<file path="config.mk">
export PLATFORM = sky130hd
export DESIGN_NAME = spi_byte_master
export DESIGN_NICKNAME = d
export VERILOG_FILES = /design/src/rtl/spi_byte_master_pkg.sv /design/src/rtl/spi_byte_master_timer.sv /design/src/rtl/spi_byte_master.sv
export SDC_FILE = /design/constraint.sdc
export NUM_CORES = 1
export LEC_CHECK = 0
export ABC_AREA = 0
export CORE_UTILIZATION = 30
export CTS_BUF_LIST = sky130_fd_sc_hd__clkbuf_8
export CTS_CLUSTER_DIAMETER = 150
export DETAILED_ROUTE_END_ITERATION = 16
export PLACE_DENSITY = 0.53
export SLEW_MARGIN = 20
export SYNTH_ARGS = -nofsm -noshare
export SYNTH_HDL_FRONTEND = slang
export SYNTH_SLANG_ARGS = --single-unit
</file>
<file path="constraint.sdc">
create_clock -name clk -period 4.96 [get_ports clk]
set_input_delay 0.992 -clock clk [delete_from_list [all_inputs] [get_ports clk]]
set_output_delay 0.992 -clock clk [all_outputs]
set_load 0.1 [all_outputs]
</file>
<file path="src/rtl/spi_byte_master_pkg.sv">
// spi_byte_master_pkg: shared byte width, FSM state encoding and counter sizing for the SPI byte master
package spi_byte_master_pkg;

    localparam int SPIM_BYTE_WIDTH = 8;

    typedef enum logic [2:0] {
        SPIM_IDLE,
        SPIM_LOW,
        SPIM_HIGH,
        SPIM_END,
        SPIM_HOLD
    } spim_state_t;

    // Counter width for a range of n values, never narrower than one bit.
    function automatic int spim_cnt_w(input int n);
        return (n > 1) ? $clog2(n) : 1;
    endfunction

endpackage

</file>
<file path="src/rtl/spi_byte_master_timer.sv">
// spi_byte_master_timer: SCK half-period down-counter; ports clk, reset, load (reload), tick (last cycle of phase), first (first cycle of phase)
module spi_byte_master_timer
    import spi_byte_master_pkg::*;
#(
    parameter int CLK_DIV = 2
) (
    input  logic clk,
    input  logic reset,
    input  logic load,
    output logic tick,
    output logic first
);

    localparam int CW = spim_cnt_w(CLK_DIV);

    logic [CW-1:0] cnt;

    always_ff @(posedge clk or posedge reset) begin
        if (reset)
            cnt <= CW'(CLK_DIV - 1);
        else
            cnt <= load ? CW'(CLK_DIV - 1) : cnt - CW'(1);
    end

    assign tick  = cnt == '0;
    assign first = cnt == CW'(CLK_DIV - 1);

endmodule

</file>
<file path="src/rtl/spi_byte_master.sv">
// spi_byte_master: mode-0 LSB-first SPI initiator; ports clk/reset, start/last/tx_data request, busy/done/rx_data status, spi_nss/spi_sck/spi_mosi/spi_miso serial link
module spi_byte_master
    import spi_byte_master_pkg::*;
#(
    parameter int CLK_DIV    = 2,
    parameter int BYTE_WIDTH = SPIM_BYTE_WIDTH
) (
    input  logic                  clk,
    input  logic                  reset,
    input  logic                  start,
    input  logic                  last,
    input  logic [BYTE_WIDTH-1:0] tx_data,
    output logic                  busy,
    output logic                  done,
    output logic [BYTE_WIDTH-1:0] rx_data,
    output logic                  spi_nss,
    output logic                  spi_sck,
    output logic                  spi_mosi,
    input  logic                  spi_miso
);

    localparam int IW = spim_cnt_w(BYTE_WIDTH);

    spim_state_t           state;
    logic [IW-1:0]         idx;
    logic [BYTE_WIDTH-1:0] tx_sh;
    logic [BYTE_WIDTH-1:0] rx_sh;
    logic [BYTE_WIDTH-1:0] rx_next;
    logic                  last_q;
    logic                  tick;
    logic                  first;
    logic                  in_phase;
    logic                  accept;

    assign in_phase = state == SPIM_LOW || state == SPIM_HIGH;
    assign accept   = start && !in_phase;
    // MISO enters at the top so that after a full byte bit 0 sits at the LSB.
    assign rx_next  = (state == SPIM_HIGH && first) ? {spi_miso, rx_sh[BYTE_WIDTH-1:1]} : rx_sh;

    // Outside the shifting phases the timer is held at its reload value, so a
    // new LOW phase starts with a full half-period.
    spi_byte_master_timer #(.CLK_DIV(CLK_DIV)) u_timer (
        .clk   (clk),
        .reset (reset),
        .load  (tick || !in_phase),
        .tick  (tick),
        .first (first)
    );

    always_ff @(posedge clk or posedge reset) begin
        if (reset) begin
            state    <= SPIM_IDLE;
            idx      <= '0;
            tx_sh    <= '0;
            rx_sh    <= '0;
            last_q   <= 1'b0;
            busy     <= 1'b0;
            done     <= 1'b0;
            rx_data  <= '0;
            spi_nss  <= 1'b1;
            spi_sck  <= 1'b0;
            spi_mosi <= 1'b0;
        end else begin
            done <= 1'b0;
            if (accept) begin
                state    <= SPIM_LOW;
                idx      <= '0;
                tx_sh    <= tx_data >> 1;
                last_q   <= last;
                busy     <= 1'b1;
                spi_nss  <= 1'b0;
                spi_sck  <= 1'b0;
                spi_mosi <= tx_data[0];
            end else begin
                case (state)
                    SPIM_LOW: begin
                        if (tick) begin
                            state   <= SPIM_HIGH;
                            spi_sck <= 1'b1;
                        end
                    end
                    SPIM_HIGH: begin
                        rx_sh <= rx_next;
                        if (tick) begin
                            spi_sck <= 1'b0;
                            if (idx != IW'(BYTE_WIDTH - 1)) begin
                                state    <= SPIM_LOW;
                                idx      <= idx + IW'(1);
                                spi_mosi <= tx_sh[0];
                                tx_sh    <= tx_sh >> 1;
                            end else begin
                                state   <= SPIM_END;
                                done    <= 1'b1;
                                busy    <= 1'b0;
                                rx_data <= rx_next;
                                spi_nss <= last_q;
                            end
                        end
                    end
                    SPIM_END:  state <= last_q ? SPIM_IDLE : SPIM_HOLD;
                    SPIM_IDLE: state <= SPIM_IDLE;
                    SPIM_HOLD: state <= SPIM_HOLD;
                    default:   state <= SPIM_IDLE;
                endcase
            end
        end
    end

endmodule

</file>
# --- Yosys cells after proc, flatten, opt, wreduce, memory -nomap -nowiden ---
# Index checks and enable logic that the tools add are counted.
word_totals:
  ff_bits: 37
  in_bits: 13
  output_inout_bits: 13
op_classes:
  addsub: 2
  n_eq_ne: 9
  n_mux: 36
  bitwise_logic: 3
  n_reduce_logical: 14
op_table:
  columns: ["operator", "n"]
  rows:
  - ["8-bit two-way mux", 5]
  - ["3-bit two-way mux", 8]
  - ["1-bit two-way mux", 20]
  - ["3-bit case mux with 4 select lines", 1]
  - ["3-bit inequality test, second input constant", 3]
  - ["3-bit AND reduction", 3]
  - ["3-bit by 2-bit == test with 1-bit output, second input constant", 2]
  - ["2-bit inequality test, second input constant", 2]
  - ["2-bit AND reduction", 2]
  - ["4-bit AND reduction", 1]
  - ["2-bit nonzero test", 2]
  - ["3-bit by 1-bit adder with 3-bit output, second input constant", 1]
  - ["3-bit by 1-bit == test with 1-bit output, second input constant", 1]
  - ["3-bit == test, second input constant", 1]
  - ["1-bit inverter", 3]
  - ["3-bit nonzero test", 1]
  - ["1-bit logical AND", 2]
  - ["1-bit logical OR", 2]
  - ["2-bit two-way mux", 1]
  - ["1-bit case mux with 2 select lines", 1]
  - ["1-bit logical NOT", 1]
  - ["1-bit subtractor, second input constant", 1]

# --- Depth between registers and ports, before layout ---
# Gate-level depths: netlist of the first run.
logic_depth:
  word_depth: 6
  mapped_depth: 6

# --- Cells and area by module ---
# Synthesis of the first run repeated with hierarchy kept, for this count alone.
unflattened:
  cells_unflattened: 141
  hier_area_um2: 1785.5
modules_own_cells:
  columns: ["module", "n_inst", "cells_each", "area_each_um2"]
  rows:
  - ["spi_byte_master", 1, 137, 1745.4]
  - ["spi_byte_master_timer", 1, 4, 40.0]

# --- Worst setup path before layout of the first run ---
# OpenSTA, ideal clock, no wires.
synth_timing:
  path_kind: "flip-flop to output port"
  startpoint: "reg spi_sck"
  endpoint: "out spi_sck"
  arrival_ns: 0.921
  path_slack_ns: 3.047
  stages_incl_launch_ff: 1
  n_path_buf: 0
  path_cell_list: "dfrtp_1"
synth_rtl:
  columns: ["element", "line", "text"]
  rows:
  - ["start, declared", "spi_byte_master.sv:17", "output logic spi_sck,"]
  - ["start signal, assigned", "spi_byte_master.sv:61", "spi_sck <= 1'b0;"]
  - ["start signal, assigned", "spi_byte_master.sv:72", "spi_sck <= 1'b0;"]
  - ["start signal, assigned", "spi_byte_master.sv:79", "spi_sck <= 1'b1;"]
# No word-level cell between the ends.

# --- Worst setup path in the final report of the first run ---
layout_timing:
  startpoint: "reg spi_nss"
  endpoint: "out spi_nss"
layout_rtl:
  columns: ["element", "line", "text"]
  rows:
  - ["start, declared", "spi_byte_master.sv:16", "output logic spi_nss,"]
  - ["start signal, assigned", "spi_byte_master.sv:96", "spi_nss <= last_q;"]
# No word-level cell between the ends.

==> summary.md, run 1 <==
| Metric | Value |
|---|---|
| Flop and latch count out of synthesis | 36 |
| Clock slew seen by the registers of the worst setup and hold paths | 0.08 ns |
| Routability cong. | 0.7678 |
| Floorplan core area | 5172 µm² |
| Number of optimization iterations in the first detailed-route pass | 5 |
| Wl on met1 | 1587 µm |
| Setup repair after global routing missed its margin | false |
| Num ports | 26 |
| Overall Global Routing Usage | 14.13% |
| Relative slew slack | 34.50% |
| Clock latency at the later pin of the worst-skew pair | 0.30 ns |
| Top cell type's share of synthesized area | 52.15% |
| Max Root-Sink Buffers | 2 |
| Largest clock skew in the final design | 0.009813 ns |
| CTS buffer count | 5 |
| Post-detailed-route count of antenna-violating nets | 0 |
| # DRC | 0 |
| Library cell occupying the most area in the post-synthesis netlist | sky130_fd_sc_hd__dfrtp_1 |
| Number of H-tree levels | 2 |
| Finished layout cell area | 2038 µm² |
| Area contributors post-synth | sky130_fd_sc_hd__dfrtp_1 (52%), sky130_fd_sc_hd__mux2_2 (12%), sky130_fd_sc_hd__o21ai_0 (4.0%), sky130_fd_sc_hd__nand3_1 (3.4%), sky130_fd_sc_hd__a211oi_1 (3.2%) |
| Post-CTS setup repair buffer count | 0 |
| Number of antenna violations at the first check in global routing | 0 |
| Sum of net half-perimeters after detailed placement | 2350 µm |
| Cell Rows | 26 |
| Power per cell area | 508.6 nW/µm² |
| Height of the die | 75.75 µm |
| Total met3 wirelength after detailed routing | 202 µm |
| Main synth FF type | sky130_fd_sc_hd__dfrtp_1 |
| Hold buffers post-CTS | 0 |
| Highest-count cells in the layout ignoring fill and taps | sky130_fd_sc_hd__dfrtp_1 (34), sky130_fd_sc_hd__clkdlybuf4s50_1 (25), sky130_fd_sc_hd__mux2_2 (17), sky130_fd_sc_hd__o21ai_0 (13), sky130_fd_sc_hd__nand3_1 (11) |
| Run status | complete, no violations |
| Slowest stage cell, crit path | sky130_fd_sc_hd__clkdlybuf4s50_1 |
| Gate count after technology mapping | 143 |
| Sequential-to-total area share from yosys stat | 55.37% |
| Total length of routed wires | 3530 µm |
| CP Class | reg -> out |
| Starting DRC count in detailed routing | 68 |
| Area of the mapped netlist | 1632 µm² |
| Post-layout min period | 2.952 ns |
| Number of enable flip-flop cells after synthesis | 0 |
| Area of placed instances | 1942 µm² |
| Remaining Overflow, GRT | 0 |
| CP bufs+invs | 1 |
| Count of buffers inserted at the top-level ports | 25 |
| Required time of the critical path | 3.97 ns |
| CTS Root Buffer Type | sky130_fd_sc_hd__clkbuf_8 |
| Via total after detailed routing | 1,204 |
| Starting density of the core | 31.54% |
| Endpoint type of the worst setup path | primary output |
| Area grow syn2layout | 24.92% |
| Max incr delay on CP | 1.13 ns |
| Final-report max-slew violation count | 0 |
| Number of unique standard cell types used by synthesis | 35 |
| Async SR Flop Fraction | 100.0% |
| Most common library cell in the layout ignoring fill and taps | sky130_fd_sc_hd__dfrtp_1 |
| Class of the most critical hold timing path | reg -> reg |
| Met2 routed wirelength | 1688 µm |
| Clk sinks | 36 |
| Transition time at the pin with the least slew margin | 0.9795 ns |
| WL per Instance | 14.77 µm |
| Type of element launching the critical path | flop |
| Number of global-route vias before repair | 1,289 |
| Die area | 5737 µm² |
| Ratio of cells with drive above 1 in the final layout | 18.34% |
| Count of inserted antenna diode cells | 0 |
| Final layout net count | 183 |
| Net Count, Synth | 158 |
| Via/cell ratio | 5.038 |
| Pin count of the biggest net entering global routing | 37 |
| Number of max-capacitance violations reported | 0 |
| Number of warning messages in the yosys log | 0 |
| List of cells traversed by the critical path | clkdlybuf4s50_1 |
| FMAX | 338.8 MHz |
| Final period utilization | 59.51% |
| Maximum fanout encountered on the critical timing path | 2 |
| Global-route wire length before repair | 5934 µm |
| Max VDD drop | 0.0001941 V |
| Total of cells resized after clock tree synthesis | 0 |
| Final count of negative-setup-slack endpoints | 0 |
| Highest routed metal layer | met4 |
| Lkg Pwr | 0.8653 nW |
| Cell type group with the largest total delay on the critical path | buffers and inverters |
| Syn avg cell area | 11.41 µm² |
| Crit path DAT | 1.96 ns |
| Setup TNS after final layout | 0 ns |
| Clock tree from TritonCTS | yes |
| Total count of hold-check failures in the final report | 0 |
| Die extent in x | 75.75 µm |
==> cells by family (layout without fill, tap and decap cells) <==
group | Yosys count | count (layout) | share of synthesized area, %
compound gates | 43 | 43 | 16.49
simple gates | 28 | 28 | 9.816
fa+ha+maj | 2 | 2 | 1.533
xor+xnor | 2 | 2 | 1.074
mux | 17 | 17 | 11.73
flops | 36 | 36 | 55.37
buf+inv | 15 | 41 | 3.988
==> per-stage QoR <==
step / std cells / utilization [%] / worst slack [ns] / hold slack (ns) / total power [mW]
2_1_floorplan: 143 / - / 3.047 / 0.4766 / 0.7277
3_3_place_gp: 231 / 37.54 / 2.243 / 0.4865 / 0.8075
3_5_place_dp: 231 / 37.54 / 2.191 / 0.4867 / 0.8180
4_1_cts: 239 / 39.40 / 1.987 / 0.5039 / 1.047
5_1_grt: 239 / 39.40 / 1.952 / 0.5254 / 1.102
6_report: 239 / 39.40 / 2.008 / 0.4890 / 1.037
==> where the power goes <==
group / internal, mW / switching, mW / total, mW / leakage [nW]
Sequential: 0.381 / 0.0751 / 0.456 / 0.454
Combinational: 0.140 / 0.216 / 0.356 / 0.359
Clock: 0.114 / 0.111 / 0.224 / 0.0516
Total: 0.635 / 0.402 / 1.04 / 0.865
==> per-layer routing <==
layer / vias to the layer above / global-route usage, %
met5: - / 0
met4: 0 / 5.556
met3: 8 / 5.291
met2: 31 / 23.01
met1: 593 / 16.93
li1: 572 / -
==> registers in the layout, summed over array words and instances, names as in the netlist <==
signal	count
rx_data	8
u_timer.first	1
spi_nss	1
last_q	1
spi_mosi	1
busy	1
state	3
idx	3
rx_sh	8
done	1
spi_sck	1
tx_sh	7
==> synthesized netlist by cell type, drive strengths merged (2+ instances only) <==
master and number:
inv 5, clkbuf 4, ha 2, nand2b 2, nor3b 2, nor2 5, or2 2, buf 5
a31oi 8, dfrtp 34, or3 2, dfstp 2, a21oi 6, o21ai 14, a22o 2, mux2 17
a211oi 7, nand3 11
==> area by class of cell <==
cell class              count  area (µm²)
clock buffers               6       82.58
clock inverters             2       13.76
fillers                   515        3134
inverters                   6       22.52
multi-input cells          92       663.1
flip-flops and latches     36       903.4
well taps                  70       87.58
repair buffers             27       265.3
==> path summary, 6_finish.rpt <==
| kind | start | end | cells after the start | slack (ns) |
|---|---|---|---|---|
| worst max-delay path | spi_nss$_DFFE_PP1P_ | spi_nss | 1 | 2.01 |
| worst min-delay path | busy$_DFFE_PP0P_ | busy$_DFFE_PP0P_ | 1 | 0.49 |
| worst max register to register | state[0]$_DFFE_PP0P_ | rx_data[4]$_DFFE_PP0P_ | 3 | 2.85 |
| worst min register to register | busy$_DFFE_PP0P_ | busy$_DFFE_PP0P_ | 1 | 0.49 |
| max in group asynchronous | reset | u_timer.first$_DFF_PP1_ | 3 | 3.51 |
| min in group asynchronous | reset | tx_sh[2]$_DFFE_PP0P_ | 3 | 1.11 |
Power figures use the tool's default switching activity.
==> run 2, diff against run 1 <==
- PLACE_DENSITY: 0.53 -> 0.55
- clock period: 4.96 -> 2.5 ns (I/O delays scaled with it)
==> run 2 against run 1 <==
Against the previous run: core utilization decreased by 0.63 points; global-route usage increased by 0.080 points; clock-buffer cell count is 1 lower; worst hold slack worse by 0.0055 ns; register-to-register slack got worse by 2.4 ns; non-clock buffer count increased by 2; design area is 1.6% lower; critical endpoint is now rx_data[7]$_DFFE_PP0P_; largest cell class unchanged.
==> summary.md, run 2 (same netlist as run 1, synthesis figures left out) <==
| Metric | Value |
|---|---|
| Run status | complete, no violations |
| Clock tree from TritonCTS | yes |
| Count of buffers inserted at the top-level ports | 25 (unchanged) |
| Total length of routed wires | 3460 µm (-2.0%) |
| Worst hold-check slack | 0.4835 ns (-0.005534 ns) |
| Area grow syn2layout | 22.93% |
| CTS buffer count | 5 (unchanged) |
| Cells after DPL | 233 (+0.87%) |
| Total of cells resized after clock tree synthesis | 0 (unchanged) |
| Most common library cell in the layout ignoring fill and taps | sky130_fd_sc_hd__dfrtp_1 |
| Area of placed instances | 1924 µm² (-0.90%) |
| Lkg Pwr | 0.8962 nW (+3.6%) |
| Worst r2r path cells | 3 (unchanged) |
| FF-to-FF setup slack | 0.46 ns (-2.39 ns) |
| Via/cell ratio | 4.979 (-1.2%) |
| FMAX | 490.0 MHz |
| Transition time at the pin with the least slew margin | 0.5902 ns (-0.3893 ns) |
| Final count of negative-setup-slack endpoints | 0 (unchanged) |
| Die extent in x | 75.75 µm (unchanged) |
| Clock slew seen by the registers of the worst setup and hold paths | 0.07 ns (about the same) |
| CP Class | reg -> reg |
| Number of antenna violations at the first check in global routing | 0 (unchanged) |
| Setup repair after global routing missed its margin | false |
| Hold buffers post-CTS | 0 (unchanged) |
| Count of inserted antenna diode cells | 0 (unchanged) |
| Number of optimization iterations in the first detailed-route pass | 4 (-1) |
| Post-layout min period | 2.041 ns |
| Via total after detailed routing | 1,200 (-0.33%) |
| Remaining Overflow, GRT | 0 (unchanged) |
| Num ports | 26 (unchanged) |
| Number of max-capacitance violations reported | 0 (unchanged) |
| Core Util, Final | 38.78% (-0.63 points) |
| Clock latency at the later pin of the worst-skew pair | 0.28 ns (-0.02 ns) |
| Cell Rows | 26 (unchanged) |
| Crit path DAT | 2.21 ns (+0.25 ns) |
| Overall Global Routing Usage | 14.21% (+0.080 points) |
| Setup TNS after final layout | 0 ns (unchanged) |
| Setup WS pre-CTS | 0.4569 ns (-1.734 ns) |
| Power per cell area | 1008 nW/µm² (+98%) |
| Global-route wire length before repair | 5913 µm (-0.35%) |
| Number of global-route vias before repair | 1,252 (-2.9%) |
| Met1 layer usage reported by global route | 16.42% (-0.51 points) |
| Max VDD drop | 0.0004210 V (+120%) |
| Relative slew slack | 60.48% (+26 points) |
| Highest-count cells in the layout ignoring fill and taps | sky130_fd_sc_hd__dfrtp_1 (34), sky130_fd_sc_hd__mux2_2 (17), sky130_fd_sc_hd__buf_4 (17), sky130_fd_sc_hd__o21ai_0 (13), sky130_fd_sc_hd__clkdlybuf4s50_1 (12) |
| Routability cong. | 0.7396 (-3.7%) |
| Final layout net count | 185 (+1.1%) |
| Class of the most critical hold timing path | reg -> reg |
| Starting density of the core | 31.54% (unchanged) |
| Required time of the critical path | 2.67 ns (-1.30 ns) |
| Total count of hold-check failures in the final report | 0 (unchanged) |
| # DRC | 0 (unchanged) |
| Endpoint type of the worst setup path | flop |
| Max Root-Sink Buffers | 2 (unchanged) |
| Global-route track usage on met2 | 24.29% (+1.3 points) |
| Sum of net half-perimeters after detailed placement | 2425 µm (+3.2%) |
| Height of the die | 75.75 µm (unchanged) |
| Final-report max-slew violation count | 0 (unchanged) |
| Floorplan core area | 5172 µm² (unchanged) |
| Ratio of cells with drive above 1 in the final layout | 25.73% (+7.4 points) |
| CTS Root Buffer Type | sky130_fd_sc_hd__clkbuf_8 |
| Largest clock skew in the final design | 0.004026 ns (-0.005787 ns) |
| Setup WS post-layout | 0.4593 ns (-1.549 ns) |
| Fin cells | 241 (+0.84%) |
| Finished layout cell area | 2006 µm² (-1.6%) |
| Depth of the worst hold-timing path | 1 (unchanged) |
| Number of H-tree levels | 2 (unchanged) |
| Starting DRC count in detailed routing | 47 (-31%) |
| Post-detailed-route count of antenna-violating nets | 0 (unchanged) |
| Type of element launching the critical path | flop |
| WL per Instance | 14.36 µm (-2.8%) |
| Die area | 5737 µm² (unchanged) |
| Clk sinks | 36 (unchanged) |
| Post-CTS setup repair buffer count | 0 (unchanged) |
| Maximum fanout encountered on the critical timing path | 15 (+13) |
| Post-layout total power | 2.021 mW (+95%) |
| Pin count of the biggest net entering global routing | 37 (unchanged) |
| Met3 Use GR | 5.423% (+0.13 points) |
| Most congested layer reported by global routing | met2 |
| Leading registers by flop count | rx_data: 8 flops, rx_sh: 8 flops, tx_sh: 7 flops |
| Final period utilization | 81.63% |
-- run 2: where the power goes --
part / switching (mW) / leakage, nW / internal (mW) / total (mW)
sequential: 0.144 / 0.454 / 0.757 / 0.901
clock: 0.200 / 0.0505 / 0.187 / 0.388
combinational: 0.436 / 0.391 / 0.297 / 0.733
total: 0.780 / 0.896 / 1.24 / 2.02
-- run 2: final cells by class --
| cell class | instances | area, µm² |
|---|---|---|
| clock buffers | 5 | 68.82 |
| clock inverters | 3 | 12.51 |
| fillers | 511 | 3167 |
| flip-flops and latches | 36 | 903.4 |
| multi-input cells | 92 | 663.1 |
| inverters | 6 | 22.52 |
| repair buffers | 29 | 247.7 |
| well taps | 70 | 87.58 |
-- run 2: worst paths after layout --
path,from,end
setup / recovery,state[1]$_DFFE_PP0P_,rx_data[7]$_DFFE_PP0P_
hold / removal,busy$_DFFE_PP0P_,busy$_DFFE_PP0P_
setup reg to reg,state[1]$_DFFE_PP0P_,rx_data[7]$_DFFE_PP0P_
hold reg to reg,busy$_DFFE_PP0P_,busy$_DFFE_PP0P_
max in group asynchronous,reset,u_timer.first$_DFF_PP1_
min in group asynchronous,reset,done$_DFF_PP0_
-- run 2: critical path, cell delays in order (launching register included) --
cell and delay [ns]:
sky130_fd_sc_hd__dfrtp_1 0.55, sky130_fd_sc_hd__or3b_1 0.58, sky130_fd_sc_hd__or2_1 0.46, sky130_fd_sc_hd__mux2_2 0.33
-- run 2: routing by layer --
metal / vias to the layer above / share of wire (%)
met4: 0 / 0.87
met5: - / 0
met1: 586 / 44
li1: 576 / -
met3: 5 / 6.9
met2: 33 / 48
==> run 3, diff against run 2 <==
- clock period: 2.5 -> 1.8 ns (I/O delays scaled with it)
==> run 3 against run 2 <==
Against the previous run: critical path type unchanged; die area stayed put; non-clock buffer count up 9; power increased by 54%; maximum frequency grew 23%; critical endpoint is now idx[0]$_DFFE_PP0P_; critical path depth is 2 higher; via count increased by 4.0%; worst hold slack worse by 0.067 ns; design area grew 14%; clock skew is 0.00060 ns higher; core utilization increased by 5.3 points; register-to-register slack lost 0.31 ns.
==> summary.md, run 3 (same netlist as run 1, synthesis figures left out) <==
| Metric | Value |
|---|---|
| Run status | complete, no violations |
| Transition time at the pin with the least slew margin | 0.5340 ns (-0.05625 ns) |
| Ratio of cells with drive above 1 in the final layout | 30.56% (+4.8 points) |
| CP bufs+invs | 0 (unchanged) |
| Number of H-tree levels | 2 (unchanged) |
| Number of max-capacitance violations reported | 0 (unchanged) |
| Required time of the critical path | 2.01 ns (-0.66 ns) |
| Area grow syn2layout | 39.72% |
| Max Root-Sink Buffers | 2 (unchanged) |
| CTS buffer count | 5 (unchanged) |
| Count of buffers inserted at the top-level ports | 25 (unchanged) |
| Leading registers by flop count | rx_data: 8 flops, rx_sh: 8 flops, tx_sh: 7 flops |
| Die area | 5737 µm² (unchanged) |
| Type of element launching the critical path | flop |
| Setup TNS after final layout | 0 ns (unchanged) |
| Count of inserted antenna diode cells | 0 (unchanged) |
| Number of optimization iterations in the first detailed-route pass | 4 (unchanged) |
| Final period utilization | 91.85% (+10 points) |
| Num ports | 26 (unchanged) |
| Final count of negative-setup-slack endpoints | 0 (unchanged) |
| Total count of hold-check failures in the final report | 0 (unchanged) |
| Maximum fanout encountered on the critical timing path | 13 (-2) |
| Starting DRC count in detailed routing | 50 (+6.4%) |
| Post-layout total power | 3.120 mW (+54%) |
| Height of the die | 75.75 µm (unchanged) |
| Crit path DAT | 1.87 ns (-0.34 ns) |
| Starting density of the core | 31.54% (unchanged) |
| Largest clock skew in the final design | 0.004629 ns (+0.0006031 ns) |
| Power per cell area | 1369 nW/µm² (+36%) |
| Class of the most critical hold timing path | in -> async |
| Post-detailed-route count of antenna-violating nets | 0 (unchanged) |
| Endpoint type of the worst setup path | flop |
| Most repeated library cell on the critical path | sky130_fd_sc_hd__ha_1 |
| Max VDD drop | 0.0006299 V (+50%) |
| FMAX | 604.9 MHz (+23%) |
| CTS Root Buffer Type | sky130_fd_sc_hd__clkbuf_8 |
| Number of global-route vias before repair | 1,281 (+2.3%) |
| Clk sinks | 36 (unchanged) |
| Cell type group with the largest total delay on the critical path | simple AND/OR/NAND/NOR gates |
| Post-layout min period | 1.653 ns (-0.3875 ns) |
| Most common library cell in the layout ignoring fill and taps | sky130_fd_sc_hd__dfrtp_1 |
| Total of cells resized after clock tree synthesis | 0 (unchanged) |
| Highest-count cells in the layout ignoring fill and taps | sky130_fd_sc_hd__dfrtp_1 (34), sky130_fd_sc_hd__mux2_2 (17), sky130_fd_sc_hd__buf_12 (14), sky130_fd_sc_hd__o21ai_0 (13) |
| Floorplan core area | 5172 µm² (unchanged) |
| Routability cong. | 0.7880 (+6.5%) |
| Clock tree from TritonCTS | yes |
| Worst reg2reg path startpoint | idx[0]$_DFFE_PP0P_ |
| Overall Global Routing Usage | 14.78% (+0.57 points) |
| Slowest stage cell, crit path | sky130_fd_sc_hd__dfrtp_1 |
| Global-route wire length before repair | 6237 µm (+5.5%) |
| # DRC | 0 (unchanged) |
| Core Util, Final | 44.07% (+5.3 points) |
| Post-CTS setup repair buffer count | 0 (unchanged) |
| Final layout net count | 194 (+4.9%) |
| Die extent in x | 75.75 µm (unchanged) |
| CP Class | reg -> reg |
| Setup repair after global routing missed its margin | false |
| Clock slew seen by the registers of the worst setup and hold paths | 0.07 ns (about the same) |
| Number of antenna violations at the first check in global routing | 0 (unchanged) |
| Cell Rows | 26 (unchanged) |
| Clock latency at the later pin of the worst-skew pair | 0.29 ns (about the same) |
| List of cells traversed by the critical path | ha_1, ha_1, or2_4, or3_1, a21oi_1 |
| Remaining Overflow, GRT | 0 (unchanged) |
| Lkg Pwr | 0.9983 nW (+11%) |
| Pin count of the biggest net entering global routing | 37 (unchanged) |
| Critical path launch point | idx[0]$_DFFE_PP0P_ |
| Hold buffers post-CTS | 0 (unchanged) |
| Max incr delay on CP | 0.40 ns (-0.18 ns) |
| Relative slew slack | 64.16% (+3.7 points) |
| Final-report max-slew violation count | 0 (unchanged) |
| Via total after detailed routing | 1,248 (+4.0%) |
| Total length of routed wires | 3715 µm (+7.4%) |
| Sum of net half-perimeters after detailed placement | 2603 µm (+7.3%) |
| Via/cell ratio | 4.992 (+0.26%) |
| WL per Instance | 14.86 µm (+3.5%) |
## run 3: cell count changes in the layout (fill, tap and decap cells not counted), sizes merged
cell    previous run  this run
buf               17        26
bufinv             0         1
inv                7         6
## run 3: metrics by stage
| step | hold WS [ns] | area [µm²] | std cells | setup WS, ns |
|---|---|---|---|---|
| 2_1_floorplan | 0.4264 | 1632 | 143 | 0.1828 |
| 3_3_place_gp | 0.4893 | 2167 | 242 | 0.07043 |
| 3_5_place_dp | 0.4985 | 2167 | 242 | 0.01683 |
| 4_1_cts | 0.4173 | 2275 | 250 | 0.008107 |
| 5_1_grt | 0.4272 | 2280 | 250 | 0.07098 |
| 6_report | 0.4160 | 2280 | 250 | 0.1468 |
## run 3: where the power goes
part / leakage [nW] / switching, mW / internal (mW)
Clock: 0.0593 / 0.280 / 0.405
Sequential: 0.454 / 0.166 / 1.05
Combinational: 0.485 / 0.678 / 0.539
Total: 0.998 / 1.12 / 2.00
## run 3: worst paths after layout
kind,to,slack [ns],cells past startpoint
hold / removal,busy$_DFFE_PP0P_,0.42,3
hold reg to reg,rx_data[0]$_DFFE_PP0P_,0.51,1
setup reg to reg,idx[0]$_DFFE_PP0P_,0.15,5
setup / recovery,idx[0]$_DFFE_PP0P_,0.15,5
max in group asynchronous,u_timer.first$_DFF_PP1_,1.13,3
min in group clk,rx_data[0]$_DFFE_PP0P_,0.51,1
## run 3: worst reg2reg max path, delay by kind of cell (launching register included)
kind                     cells  cell delay (ns)
adder cells (fa/ha/maj)      2             0.41
AND/OR/NAND/NOR              2             0.62
flip-flops                   1             0.40
AO/OA/AOI/OAI                1             0.15
## run 3: layout make-up
| cell class | instances | area, µm² |
|---|---|---|
| Tap cell | 70 | 87.58 |
| Clock buffer | 5 | 68.82 |
| Timing Repair Buffer | 38 | 490.5 |
| Inverter | 6 | 22.52 |
| Fill cell | 489 | 2893 |
| Sequential cell | 36 | 903.4 |
| Clock inverter | 3 | 38.79 |
| Multi-Input combinational cell | 92 | 668.1 |
## run 3: per-layer routing
| layer | global-route usage, % | wire, µm |
|---|---|---|
| met3 | 5.556 | 203 |
| met5 | 0 | 0 |
| met2 | 23.99 | 1857 |
| met4 | 5.350 | 35 |
| met1 | 17.95 | 1619 |
